$ cat src/rtl/mips_mem_pkg.sv
`default_nettype none
// ============================================================================
// Package     : mips_mem_pkg
// Description : Memory-stage opcodes, FSM encoding and opcode classifiers.
// Revision    : 1.0 - initial release
// ============================================================================
package mips_mem_pkg;

    localparam logic [3:0] MEM_NONE = 4'd0;
    localparam logic [3:0] MEM_LB   = 4'd1;
    localparam logic [3:0] MEM_LBU  = 4'd2;
    localparam logic [3:0] MEM_LH   = 4'd3;
    localparam logic [3:0] MEM_LHU  = 4'd4;
    localparam logic [3:0] MEM_LW   = 4'd5;
    localparam logic [3:0] MEM_SB   = 4'd6;
    localparam logic [3:0] MEM_SH   = 4'd7;
    localparam logic [3:0] MEM_SW   = 4'd8;

    typedef enum logic [1:0] {
        ST_IDLE   = 2'd0,
        ST_ACCESS = 2'd1,
        ST_RESP   = 2'd2
    } mem_state_e;

    function automatic logic is_load(input logic [3:0] op);
        return (op >= MEM_LB) && (op <= MEM_LW);
    endfunction

    function automatic logic is_store(input logic [3:0] op);
        return (op >= MEM_SB) && (op <= MEM_SW);
    endfunction

    function automatic logic is_misaligned(input logic [3:0] op, input logic [1:0] lane);
        logic half_op;
        logic word_op;
        half_op = (op == MEM_LH) || (op == MEM_LHU) || (op == MEM_SH);
        word_op = (op == MEM_LW) || (op == MEM_SW);
        return (half_op && lane[0]) || (word_op && (lane != 2'b00));
    endfunction

endpackage
`default_nettype wire

$ cat src/rtl/mem_lane_align.sv
`default_nettype none
// ============================================================================
// Module      : mem_lane_align
// Description : Little-endian byte-lane steering: store byte enables and
//               replicated write data, load extraction with sign/zero extend.
// Revision    : 1.0 - initial release
// ============================================================================
module mem_lane_align
    import mips_mem_pkg::*;
(
    input  logic [3:0]  mem_op,
    input  logic [1:0]  addr,
    input  logic [31:0] store_data,
    input  logic [31:0] rdata,
    output logic [3:0]  be,
    output logic [31:0] wdata,
    output logic [31:0] load_data
);

    logic [7:0]  w_byte;
    logic [15:0] w_half;

    always_comb begin
        case (addr)
            2'd0:    w_byte = rdata[7:0];
            2'd1:    w_byte = rdata[15:8];
            2'd2:    w_byte = rdata[23:16];
            default: w_byte = rdata[31:24];
        endcase
        w_half = addr[1] ? rdata[31:16] : rdata[15:0];
    end

    always_comb begin
        be    = 4'b0000;
        wdata = 32'd0;
        case (mem_op)
            MEM_LB, MEM_LBU, MEM_SB: begin
                be    = 4'b0001 << addr;
                wdata = {4{store_data[7:0]}};
            end
            MEM_LH, MEM_LHU, MEM_SH: begin
                be    = addr[1] ? 4'b1100 : 4'b0011;
                wdata = {2{store_data[15:0]}};
            end
            MEM_LW, MEM_SW: begin
                be    = 4'b1111;
                wdata = store_data;
            end
            default: ;
        endcase
    end

    always_comb begin
        load_data = 32'd0;
        case (mem_op)
            MEM_LB:  load_data = {{24{w_byte[7]}}, w_byte};
            MEM_LBU: load_data = {24'd0, w_byte};
            MEM_LH:  load_data = {{16{w_half[15]}}, w_half};
            MEM_LHU: load_data = {16'd0, w_half};
            MEM_LW:  load_data = rdata;
            default: ;
        endcase
    end

endmodule
`default_nettype wire

$ cat src/rtl/mem_access_stage.sv
`default_nettype none
// ============================================================================
// Module      : mem_access_stage
// Description : Pipeline memory stage. Runs one load/store on the dmem
//               req/ack bus with timeout and returns a writeback packet.
//               Optional alignment checking: define MEM_ALIGN_CHECK_EN.
// Revision    : 1.0 - initial release
// ============================================================================
module mem_access_stage
    import mips_mem_pkg::*;
#(
    parameter int unsigned TIMEOUT = 16,
    parameter int unsigned RD_W    = 5
) (
    input  logic            clk,
    input  logic            rst,
    input  logic            in_valid,
    output logic            in_ready,
    input  logic [3:0]      mem_op,
    input  logic [31:0]     alu_result,
    input  logic [31:0]     store_data,
    input  logic [RD_W-1:0] rd_in,
    output logic            dmem_req,
    output logic            dmem_we,
    output logic [31:0]     dmem_addr,
    output logic [3:0]      dmem_be,
    output logic [31:0]     dmem_wdata,
    input  logic            dmem_ack,
    input  logic [31:0]     dmem_rdata,
    output logic            out_valid,
    input  logic            out_ready,
    output logic [31:0]     wb_data,
    output logic [RD_W-1:0] wb_rd,
    output logic            wb_en,
    output logic            bus_err,
    output logic            misalign
);

    localparam int unsigned c_cnt_w = (TIMEOUT < 2) ? 1 : $clog2(TIMEOUT);
    localparam logic [c_cnt_w-1:0] c_cnt_last =
        c_cnt_w'((TIMEOUT == 0) ? 0 : TIMEOUT - 1);

    mem_state_e         state_q, state_d;
    logic [3:0]         op_q, op_d;
    logic [1:0]         lane_q, lane_d;
    logic [RD_W-1:0]    rd_q, rd_d;
    logic [c_cnt_w-1:0] cnt_q, cnt_d;
    logic               dmem_req_q, dmem_req_d;
    logic               dmem_we_q, dmem_we_d;
    logic [31:0]        dmem_addr_q, dmem_addr_d;
    logic [3:0]         dmem_be_q, dmem_be_d;
    logic [31:0]        dmem_wdata_q, dmem_wdata_d;
    logic               out_valid_q, out_valid_d;
    logic [31:0]        wb_data_q, wb_data_d;
    logic [RD_W-1:0]    wb_rd_q, wb_rd_d;
    logic               wb_en_q, wb_en_d;
    logic               bus_err_q, bus_err_d;
    logic               misalign_q, misalign_d;

    logic               w_accept;
    logic               w_fault;
    logic [3:0]         w_op;
    logic [1:0]         w_lane;
    logic [3:0]         w_be;
    logic [31:0]        w_wdata;
    logic [31:0]        w_load_data;

    assign in_ready = (state_q == ST_IDLE) || ((state_q == ST_RESP) && out_ready);
    assign w_accept = in_valid && in_ready;

`ifdef MEM_ALIGN_CHECK_EN
    assign w_fault = is_misaligned(mem_op, alu_result[1:0]);
`else
    assign w_fault = 1'b0;
`endif

    // One aligner serves both directions: incoming packet while idle, captured op during access.
    assign w_op   = (state_q == ST_ACCESS) ? op_q   : mem_op;
    assign w_lane = (state_q == ST_ACCESS) ? lane_q : alu_result[1:0];

    mem_lane_align u_lane_align (
        .mem_op     (w_op),
        .addr       (w_lane),
        .store_data (store_data),
        .rdata      (dmem_rdata),
        .be         (w_be),
        .wdata      (w_wdata),
        .load_data  (w_load_data)
    );

    always_comb begin
        state_d      = state_q;
        op_d         = op_q;
        lane_d       = lane_q;
        rd_d         = rd_q;
        cnt_d        = cnt_q;
        dmem_req_d   = dmem_req_q;
        dmem_we_d    = dmem_we_q;
        dmem_addr_d  = dmem_addr_q;
        dmem_be_d    = dmem_be_q;
        dmem_wdata_d = dmem_wdata_q;
        out_valid_d  = out_valid_q;
        wb_data_d    = wb_data_q;
        wb_rd_d      = wb_rd_q;
        wb_en_d      = wb_en_q;
        bus_err_d    = bus_err_q;
        misalign_d   = misalign_q;

        case (state_q)
            ST_ACCESS: begin
                if (dmem_ack) begin
                    state_d     = ST_RESP;
                    dmem_req_d  = 1'b0;
                    dmem_we_d   = 1'b0;
                    out_valid_d = 1'b1;
                    if (is_load(op_q)) begin
                        wb_data_d = w_load_data;
                        wb_rd_d   = rd_q;
                        wb_en_d   = 1'b1;
                    end else begin
                        wb_data_d = 32'd0;
                        wb_rd_d   = '0;
                        wb_en_d   = 1'b0;
                    end
                end else if (TIMEOUT != 0) begin
                    if (cnt_q == c_cnt_last) begin
                        state_d     = ST_RESP;
                        dmem_req_d  = 1'b0;
                        dmem_we_d   = 1'b0;
                        out_valid_d = 1'b1;
                        wb_data_d   = 32'd0;
                        wb_rd_d     = '0;
                        wb_en_d     = 1'b0;
                        bus_err_d   = 1'b1;
                    end else begin
                        cnt_d = cnt_q + c_cnt_w'(1);
                    end
                end
            end
            ST_RESP: begin
                if (out_ready) begin
                    state_d     = ST_IDLE;
                    out_valid_d = 1'b0;
                    wb_en_d     = 1'b0;
                    bus_err_d   = 1'b0;
                    misalign_d  = 1'b0;
                end
            end
            default: ;
        endcase

        // A new packet overrides the RESP drain when both happen together.
        if (w_accept) begin
            op_d       = mem_op;
            lane_d     = alu_result[1:0];
            rd_d       = rd_in;
            cnt_d      = '0;
            bus_err_d  = 1'b0;
            misalign_d = 1'b0;
            if (w_fault) begin
                state_d     = ST_RESP;
                out_valid_d = 1'b1;
                wb_data_d   = 32'd0;
                wb_rd_d     = '0;
                wb_en_d     = 1'b0;
                misalign_d  = 1'b1;
            end else if (is_load(mem_op) || is_store(mem_op)) begin
                state_d      = ST_ACCESS;
                dmem_req_d   = 1'b1;
                dmem_we_d    = is_store(mem_op);
                dmem_addr_d  = {alu_result[31:2], 2'b00};
                dmem_be_d    = w_be;
                dmem_wdata_d = is_store(mem_op) ? w_wdata : 32'd0;
                out_valid_d  = 1'b0;
                wb_en_d      = 1'b0;
            end else begin
                state_d     = ST_RESP;
                out_valid_d = 1'b1;
                wb_data_d   = alu_result;
                wb_rd_d     = rd_in;
                wb_en_d     = 1'b1;
            end
        end
    end

    always_ff @(posedge clk or negedge rst) begin
        if (!rst) begin
            state_q      <= ST_IDLE;
            op_q         <= MEM_NONE;
            lane_q       <= 2'b00;
            rd_q         <= '0;
            cnt_q        <= '0;
            dmem_req_q   <= 1'b0;
            dmem_we_q    <= 1'b0;
            dmem_addr_q  <= 32'd0;
            dmem_be_q    <= 4'd0;
            dmem_wdata_q <= 32'd0;
            out_valid_q  <= 1'b0;
            wb_data_q    <= 32'd0;
            wb_rd_q      <= '0;
            wb_en_q      <= 1'b0;
            bus_err_q    <= 1'b0;
            misalign_q   <= 1'b0;
        end else begin
            state_q      <= state_d;
            op_q         <= op_d;
            lane_q       <= lane_d;
            rd_q         <= rd_d;
            cnt_q        <= cnt_d;
            dmem_req_q   <= dmem_req_d;
            dmem_we_q    <= dmem_we_d;
            dmem_addr_q  <= dmem_addr_d;
            dmem_be_q    <= dmem_be_d;
            dmem_wdata_q <= dmem_wdata_d;
            out_valid_q  <= out_valid_d;
            wb_data_q    <= wb_data_d;
            wb_rd_q      <= wb_rd_d;
            wb_en_q      <= wb_en_d;
            bus_err_q    <= bus_err_d;
            misalign_q   <= misalign_d;
        end
    end

    assign dmem_req   = dmem_req_q;
    assign dmem_we    = dmem_we_q;
    assign dmem_addr  = dmem_addr_q;
    assign dmem_be    = dmem_be_q;
    assign dmem_wdata = dmem_wdata_q;
    assign out_valid  = out_valid_q;
    assign wb_data    = wb_data_q;
    assign wb_rd      = wb_rd_q;
    assign wb_en      = wb_en_q;
    assign bus_err    = bus_err_q;
    assign misalign   = misalign_q;

endmodule
`default_nettype wire

$ cat config.mk
export PLATFORM = sky130hd
export DESIGN_NAME = mem_access_stage
export DESIGN_NICKNAME = d
export VERILOG_FILES = /design/src/rtl/mips_mem_pkg.sv /design/src/rtl/mem_lane_align.sv /design/src/rtl/mem_access_stage.sv
export SDC_FILE = /design/constraint.sdc
export NUM_CORES = 1
export LEC_CHECK = 0
export CORE_ASPECT_RATIO = 1.1
export CORE_UTILIZATION = 45
export CTS_BUF_LIST = sky130_fd_sc_hd__clkbuf_4 sky130_fd_sc_hd__clkbuf_8
export DETAILED_ROUTE_END_ITERATION = 10
export MAX_ROUTING_LAYER = met4
export PLACE_DENSITY = 0.9
export SYNTH_ARGS = -nofsm -noshare
export SYNTH_HDL_FRONTEND = slang
export SYNTH_SLANG_ARGS = --single-unit
$ cat constraint.sdc
create_clock -name clk -period 5.45 [get_ports clk]
set_clock_uncertainty 0.05 [all_clocks]
set_input_delay 0.8175 -clock clk [delete_from_list [all_inputs] [get_ports clk]]
set_output_delay 0.8175 -clock clk [all_outputs]
set_load 0.03 [all_outputs]
; ---- Word-level counts from Yosys, hierarchy flattened
; Cells that the tools add are included.
[op_classes]
addsub = 1
n_lt_le_gt_ge = 6
n_eq_ne = 19
shift = 1
mux = 57
n_reduce_logical = 21
[ops]
columns = operator, count
row1 = $mux W32, 7
row2 = $pmux W32 S5, 1
row3 = $pmux W32 S3, 1
row4 = $mux W5, 6
row5 = $mux W4, 6
row6 = $pmux W8 S3, 1
row7 = $mux W1, 23
row8 = $eq A4 B3 Y1 const B, 4
row9 = $mux W16, 1
row10 = $mux W2, 6
row11 = $pmux W4 S3, 1
row12 = $eq A4 B2 Y1 const B, 2
row13 = $eq A4 B4 Y1 const B, 2
row14 = $ge A4 B1 Y1 const B, 2
row15 = $le A4 B3 Y1 const B, 2
row16 = $ne A3 B3 Y1 const B, 2
row17 = $pmux W1 S2, 3
row18 = $reduce_and A3 Y1, 2
row19 = $reduce_bool A2 Y1, 3
row20 = $reduce_or A3 Y1, 2
row21 = $logic_and A1 B1 Y1, 5
row22 = $add A4 B1 Y4 const B, 1
row23 = $eq A2 B1 Y1 const B, 2
row24 = $eq A2 B2 Y1 const B, 2
row25 = 15 further kinds, 18
[word_totals]
regBits = 126
in_bits = 110
out_inout_bits = 112
word_cells = 121

; ---- Logic depth before layout (Yosys ltp)
[depth]
depth_word = 10
mapped_depth = 10
mapped_depth_nobuf = 6

; ---- Cells and area by module
; Synthesis repeated with hierarchy kept, for this count alone.
[unflattened]
cells_unflattened = 675
area_unflattened_um2 = 6869.1
[modules_own_cells]
columns = mod, n_inst, cells_per_inst, area_each_um2, seq_area_each_um2
row1 = mem_access_stage, 1, 437, 5245.0, 3103.0
row2 = mem_lane_align, 1, 238, 1624.1, 0.0

; ---- Worst setup path after synthesis
; No wires, ideal clock.
[synth_path]
path_kind = input port to flip-flop
from = in out_ready
to = reg dmem_wdata_q[14], in the netlist dmem_wdata[14]
setup_ns = 0.083
t_arrival_ns = 2.615
required_ns = 5.317
path_slack_ns = 2.702
stages = 8
path_buffers = 2
path_cell_list = inv_1 a21oi_1 nand2_1 nor2_1 buf_2 buf_1 a32oi_1 o21ai_0
[synth_between]
elab_chain_cells = 4
[synth_rtl]
columns = element, line_no
row1 = from (decl), mem_access_stage.sv:31  ; input logic out_ready,
row2 = $logic_and A1 B1 Y1, mem_access_stage.sv:68  ; assign in_ready = (state_q == ST_IDLE) || ((state_q == ST_RESP) && out_ready);
row3 = $logic_or A1 B1 Y1, mem_access_stage.sv:68
row4 = named net in_ready, mem_access_stage.sv:18  ; output logic in_ready,
row5 = $logic_and A1 B1 Y1, mem_access_stage.sv:69  ; assign w_accept = in_valid && in_ready;
row6 = $reduce_and A2 Y1 (no source line), --
row7 = to (signal assigned), mem_access_stage.sv:214  ; dmem_wdata_q <= dmem_wdata_d;
row8 = to (decl), mem_access_stage.sv:52  ; logic [31:0] dmem_wdata_q, dmem_wdata_d;
; The timed path passes the listed nets, and every way through them passes these cells.
; A chain may end at the register's enable or synchronous reset.

; ---- Worst setup path in the final report
[layout_path]
from = reg state_q[0]
to = reg wb_data_q[8], in the netlist wb_data[8]
[layout_between]
elab_chain_cells = 10
elab_cells_between_ends = 24
classes_between = eq/ne: 9 / mux: 10 / reduce/logical: 5
[layout_rtl]
columns = element, line_no
row1 = from (decl), mem_access_stage.sv:43  ; mem_state_e state_q, state_d;
row2 = from (signal assigned), mem_access_stage.sv:205  ; state_q <= state_d;
row3 = $eq A2 B1 Y1, "mem_access_stage.sv:78, mem_access_stage.sv:79, mem_access_stage.sv:109"
row4 = $mux W2, mem_access_stage.sv:79  ; assign w_lane = (state_q == ST_ACCESS) ? lane_q : alu_result[1:0];
row5 = "$eq A2 B2 Y1, or another cell as far along", mem_lane_align.sv:24  ; case (addr)
row6 = $pmux W8 S3, mem_lane_align.sv:24
row7 = $pmux W32 S5, mem_lane_align.sv:55  ; case (mem_op)
row8 = $mux W32, mem_access_stage.sv:116  ; if (is_load(op_q)) begin
row9 = $mux W32, mem_access_stage.sv:111  ; if (dmem_ack) begin
row10 = $mux W32, mem_access_stage.sv:109  ; case (state_q)
row11 = $mux W32, mem_access_stage.sv:167  ; end else if (is_load(mem_op) || is_store(mem_op)) begin
row12 = $mux W32 (*), mem_access_stage.sv:153  ; if (w_accept) begin
row13 = named net wb_data_d[8], mem_access_stage.sv:54  ; logic [31:0] wb_data_q, wb_data_d;
row14 = to (signal assigned), mem_access_stage.sv:216  ; wb_data_q <= wb_data_d;
row15 = to (decl), mem_access_stage.sv:54
; The timed path passes the listed nets; every way through them passes the cells marked *.

==> impl_results.md <==
* Status: completed
* Crit path kind: reg -> reg
* WHS Path Cells at 2
* DP HPWL at 14640 um
* Total wire length at 20650 um
* GR Util met1 at 36.79%
* Core area at 13320 um^2
* Minimum clock period at 3.518 ns
* Dominant cell type by area after synthesis: dfrtp_1
* Crit path DAT at 3.80 ns
* Top-area cell type share of the netlist area at 49.95%
* Die span in x at 114.0 um
* IO Pins at 222
* Largest net degree at the start of global routing at 84
* GRT Max-Usage Layer: met2
* Initial core utilization at 46.63%
* Longest Clk Path Bufs at 2
* Initial DRC count at 736
* Post-route DRC at 0
* Post-synth top cells: dfrtp_1 (124), nand2_1 (78), a21oi_1 (53), nor2_1 (42), mux2_2 (32)
* Final setup viols at 0
* Mapped Area at 6212 um^2
* # rows at 44
* EDFF count, synth at 0
* Power Density at 565.8 nW/um^2
* Initial antenna violation count at 0
* Ys async rst share at 100.0%
* Synth unique cells at 62
* Startpoint type of the worst setup path: flip-flop
* Gr usage total at 30.62%
* Worst EP required at 5.73 ns
* Setup TNS at 0 ns
* Global-route wire length before repair at 32350 um
* Synth Instances at 611
* # Max-Cap Violations at 0
* CP top delay family: simple AND/OR/NAND/NOR gates
* Vias in the first global route at 6061
* WL/cell at 20.51 um
* Die area at 14280 um^2
* Non-filler cells in the finished layout at 1007
* GR Overflow Total at 0
* Vias at 6012
* Avg Inst Size Synth at 10.17 um^2
* Max transition margin at 24.69%
* Setup repair bufs after CTS at 0
* Top FF cell, synth: dfrtp_1
* Area grow syn2layout at 42.66%
* Post-route ant nets at 0
* Maximum fanout along the worst path at 27
* Ant diodes at 0
* Fin. max-slew vios at 0
* Fillers at 1053
* Port Buffer Count at 218
* Yosys reg bits at 124
* Worst-path clk slew at 0.08 ns
* Peak supply drop at 0.3687 mV
* Clk Latency, worst-skew pair at 0.45 ns
* CTS sink count at 124
* CTS tree: done
* Dpl cells at 976
* Worst-path cell chain: nor2b_1, nand2_1, buf_4, and2_1, a2111oi_0, o21ai_1
* Met3 usage at 8.725%
* Synth warn at 0
* Most common cell in the netlist: dfrtp_1
* Share of cells above drive strength 1 at 11.54%
* Clock Root Buffer: clkbuf_8
* Leak pwr at 3.706 nW
* Achievable Freq at 284.3 MHz
* Critical Path Stages at 6
* Finished Core Util at 66.52%
* Cts repair resizes at 0
* Largest cells by area after synthesis: dfrtp_1 (50%), mux2_2 (5.8%), nand2_1 (4.7%), a21oi_1 (4.3%), a222oi_1 (2.6%)
* Cts hold-fix bufs at 0
* NumNets Final at 922
* Hold WC Path Type: reg -> reg
* Buf+Inv Stages, Crit Path at 1
* RSZ-0062 raised after global routing: false
* Clock buffer count from CTS at 17
* Final Hold Fails at 0
* Die height at 125.2 um
* Setup crit end kind: flip-flop
* Hold WS at 0.4306 ns
* Vias per inst at 5.970
* Final instance area at 8862 um^2
* Met2 usage at 49.13%
* Tcrit/Tclk final at 64.55%
* Seq/Total Area, Yosys at 49.95%
* Dpl cell area at 8482 um^2
* Worst path slowest cell: nand2_1
* R2R depth at 6
* H-Tree Depth at 4
* Critical Path Max Stage Delay at 0.87 ns
* DR pass1 iterations at 6
* Least-Margin Pin Slew at 1.124 ns
* Placer Congestion at 0.8718
==> per-stage QoR <==
stage | power (W) | setup WS, ns
6_report | 0.005015 | 1.932
5_1_grt | 0.005256 | 1.611
4_1_cts | 0.005013 | 1.952
3_5_place_dp | 0.004215 | 1.803
3_3_place_gp | 0.004150 | 1.912
2_1_floorplan | 0.003121 | 2.702
==> layout by cell type (no fill, tap or decap), types with 4 or more instances in the layout <==
master	Yosys	final
clkdlybuf4s50_1	0	217
dfrtp_1	124	124
nand2_1	78	77
a21oi_1	53	53
nor2_1	42	41
mux2_2	32	32
o21ai_0	29	29
clkbuf_8	0	21
inv_1	19	19
a21o_1	16	16
o21ai_1	16	16
a222oi_1	16	16
and3_1	14	14
a22o_1	9	9
buf_4	6	9
and2_1	8	8
a32oi_1	8	8
a221oi_1	7	7
a221o_1	7	7
o211ai_1	6	6
a211oi_1	8	6
a2111oi_0	5	5
mux4_2	5	5
nand3_1	5	5
clkbuf_4	0	4
==> kinds of logic (layout without fill, tap and decap cells) <==
| group | count (synthesis) | count (layout) | synth area share [%] |
|---|---|---|---|
| other | 1 | 3 | 0.06037 |
| xor gates and xnor gates | 5 | 5 | 0.7051 |
| buffers and inverters | 66 | 276 | 4.794 |
| adders and majority gates | 1 | 1 | 0.2014 |
| and+or+nand+nor | 168 | 168 | 12.51 |
| muxes | 45 | 45 | 9.768 |
| DFF | 124 | 124 | 49.95 |
| AOI/OAI and AO/OA | 201 | 201 | 22.01 |
==> layout make-up <==
class | instances | area (um^2) | area share [%]
sequential | 124 | 3103 | 35.01
timing repair buffer | 226 | 2240 | 25.27
clock inverter | 6 | 61.31 | 0.6918
multi-input combinational | 423 | 2838 | 32.02
tap | 184 | 230.2 | 2.598
inverter | 19 | 71.32 | 0.8047
clock buffer | 25 | 319.1 | 3.600
==> flip-flops by register name, summed over array words and instances, names as in the netlist, 2 cells and up <==
| name | cells |
|---|---|
| state_q | 2 |
| wb_data | 32 |
| rd_q | 5 |
| lane_q | 2 |
| cnt_q | 4 |
| op_q | 4 |
| wb_rd | 5 |
| dmem_addr | 30 |
| dmem_wdata | 32 |
| dmem_be | 4 |
==> per-layer routing <==
metal  part of all wire [%]  routed length (um)
met1                     39                8078
met3                    9.2                1898
met2                     49               10160
met5                      0                   0
met4                    2.5                 514
==> worst reg2reg max path, delay by kind of cell (launching register included) <==
kind / cells / cell delay (ns)
and+or+nand+nor: 3 / 1.82
AOI/OAI and AO/OA: 2 / 0.51
DFF: 1 / 0.54
buffers and inverters: 1 / 0.48
==> power by group <==
group	leakage [nW]	internal [W]	switching [W]
registers	1.56	0.00132	0.000276
logic	1.95	0.00112	0.00151
clock network	0.200	0.000425	0.000365
==> worst paths after layout <==
path / to / slack [ns] / from
max: wb_data[8]$_DFF_PN0_ / 1.93 / state_q[0]$_DFFE_PN0P_
min: dmem_wdata[27]$_DFFE_PN0P_ / 0.43 / dmem_wdata[27]$_DFFE_PN0P_
max reg2reg: wb_data[8]$_DFF_PN0_ / 1.93 / state_q[0]$_DFFE_PN0P_
min reg2reg: dmem_wdata[27]$_DFFE_PN0P_ / 0.43 / dmem_wdata[27]$_DFFE_PN0P_
max in group asynchronous: rd_q[4]$_DFFE_PN0P_ / 3.63 / rst
min in group asynchronous: dmem_addr[16]$_DFFE_PN0P_ / 0.50 / rst
No activity file was read; power rests on OpenSTA's default activity.
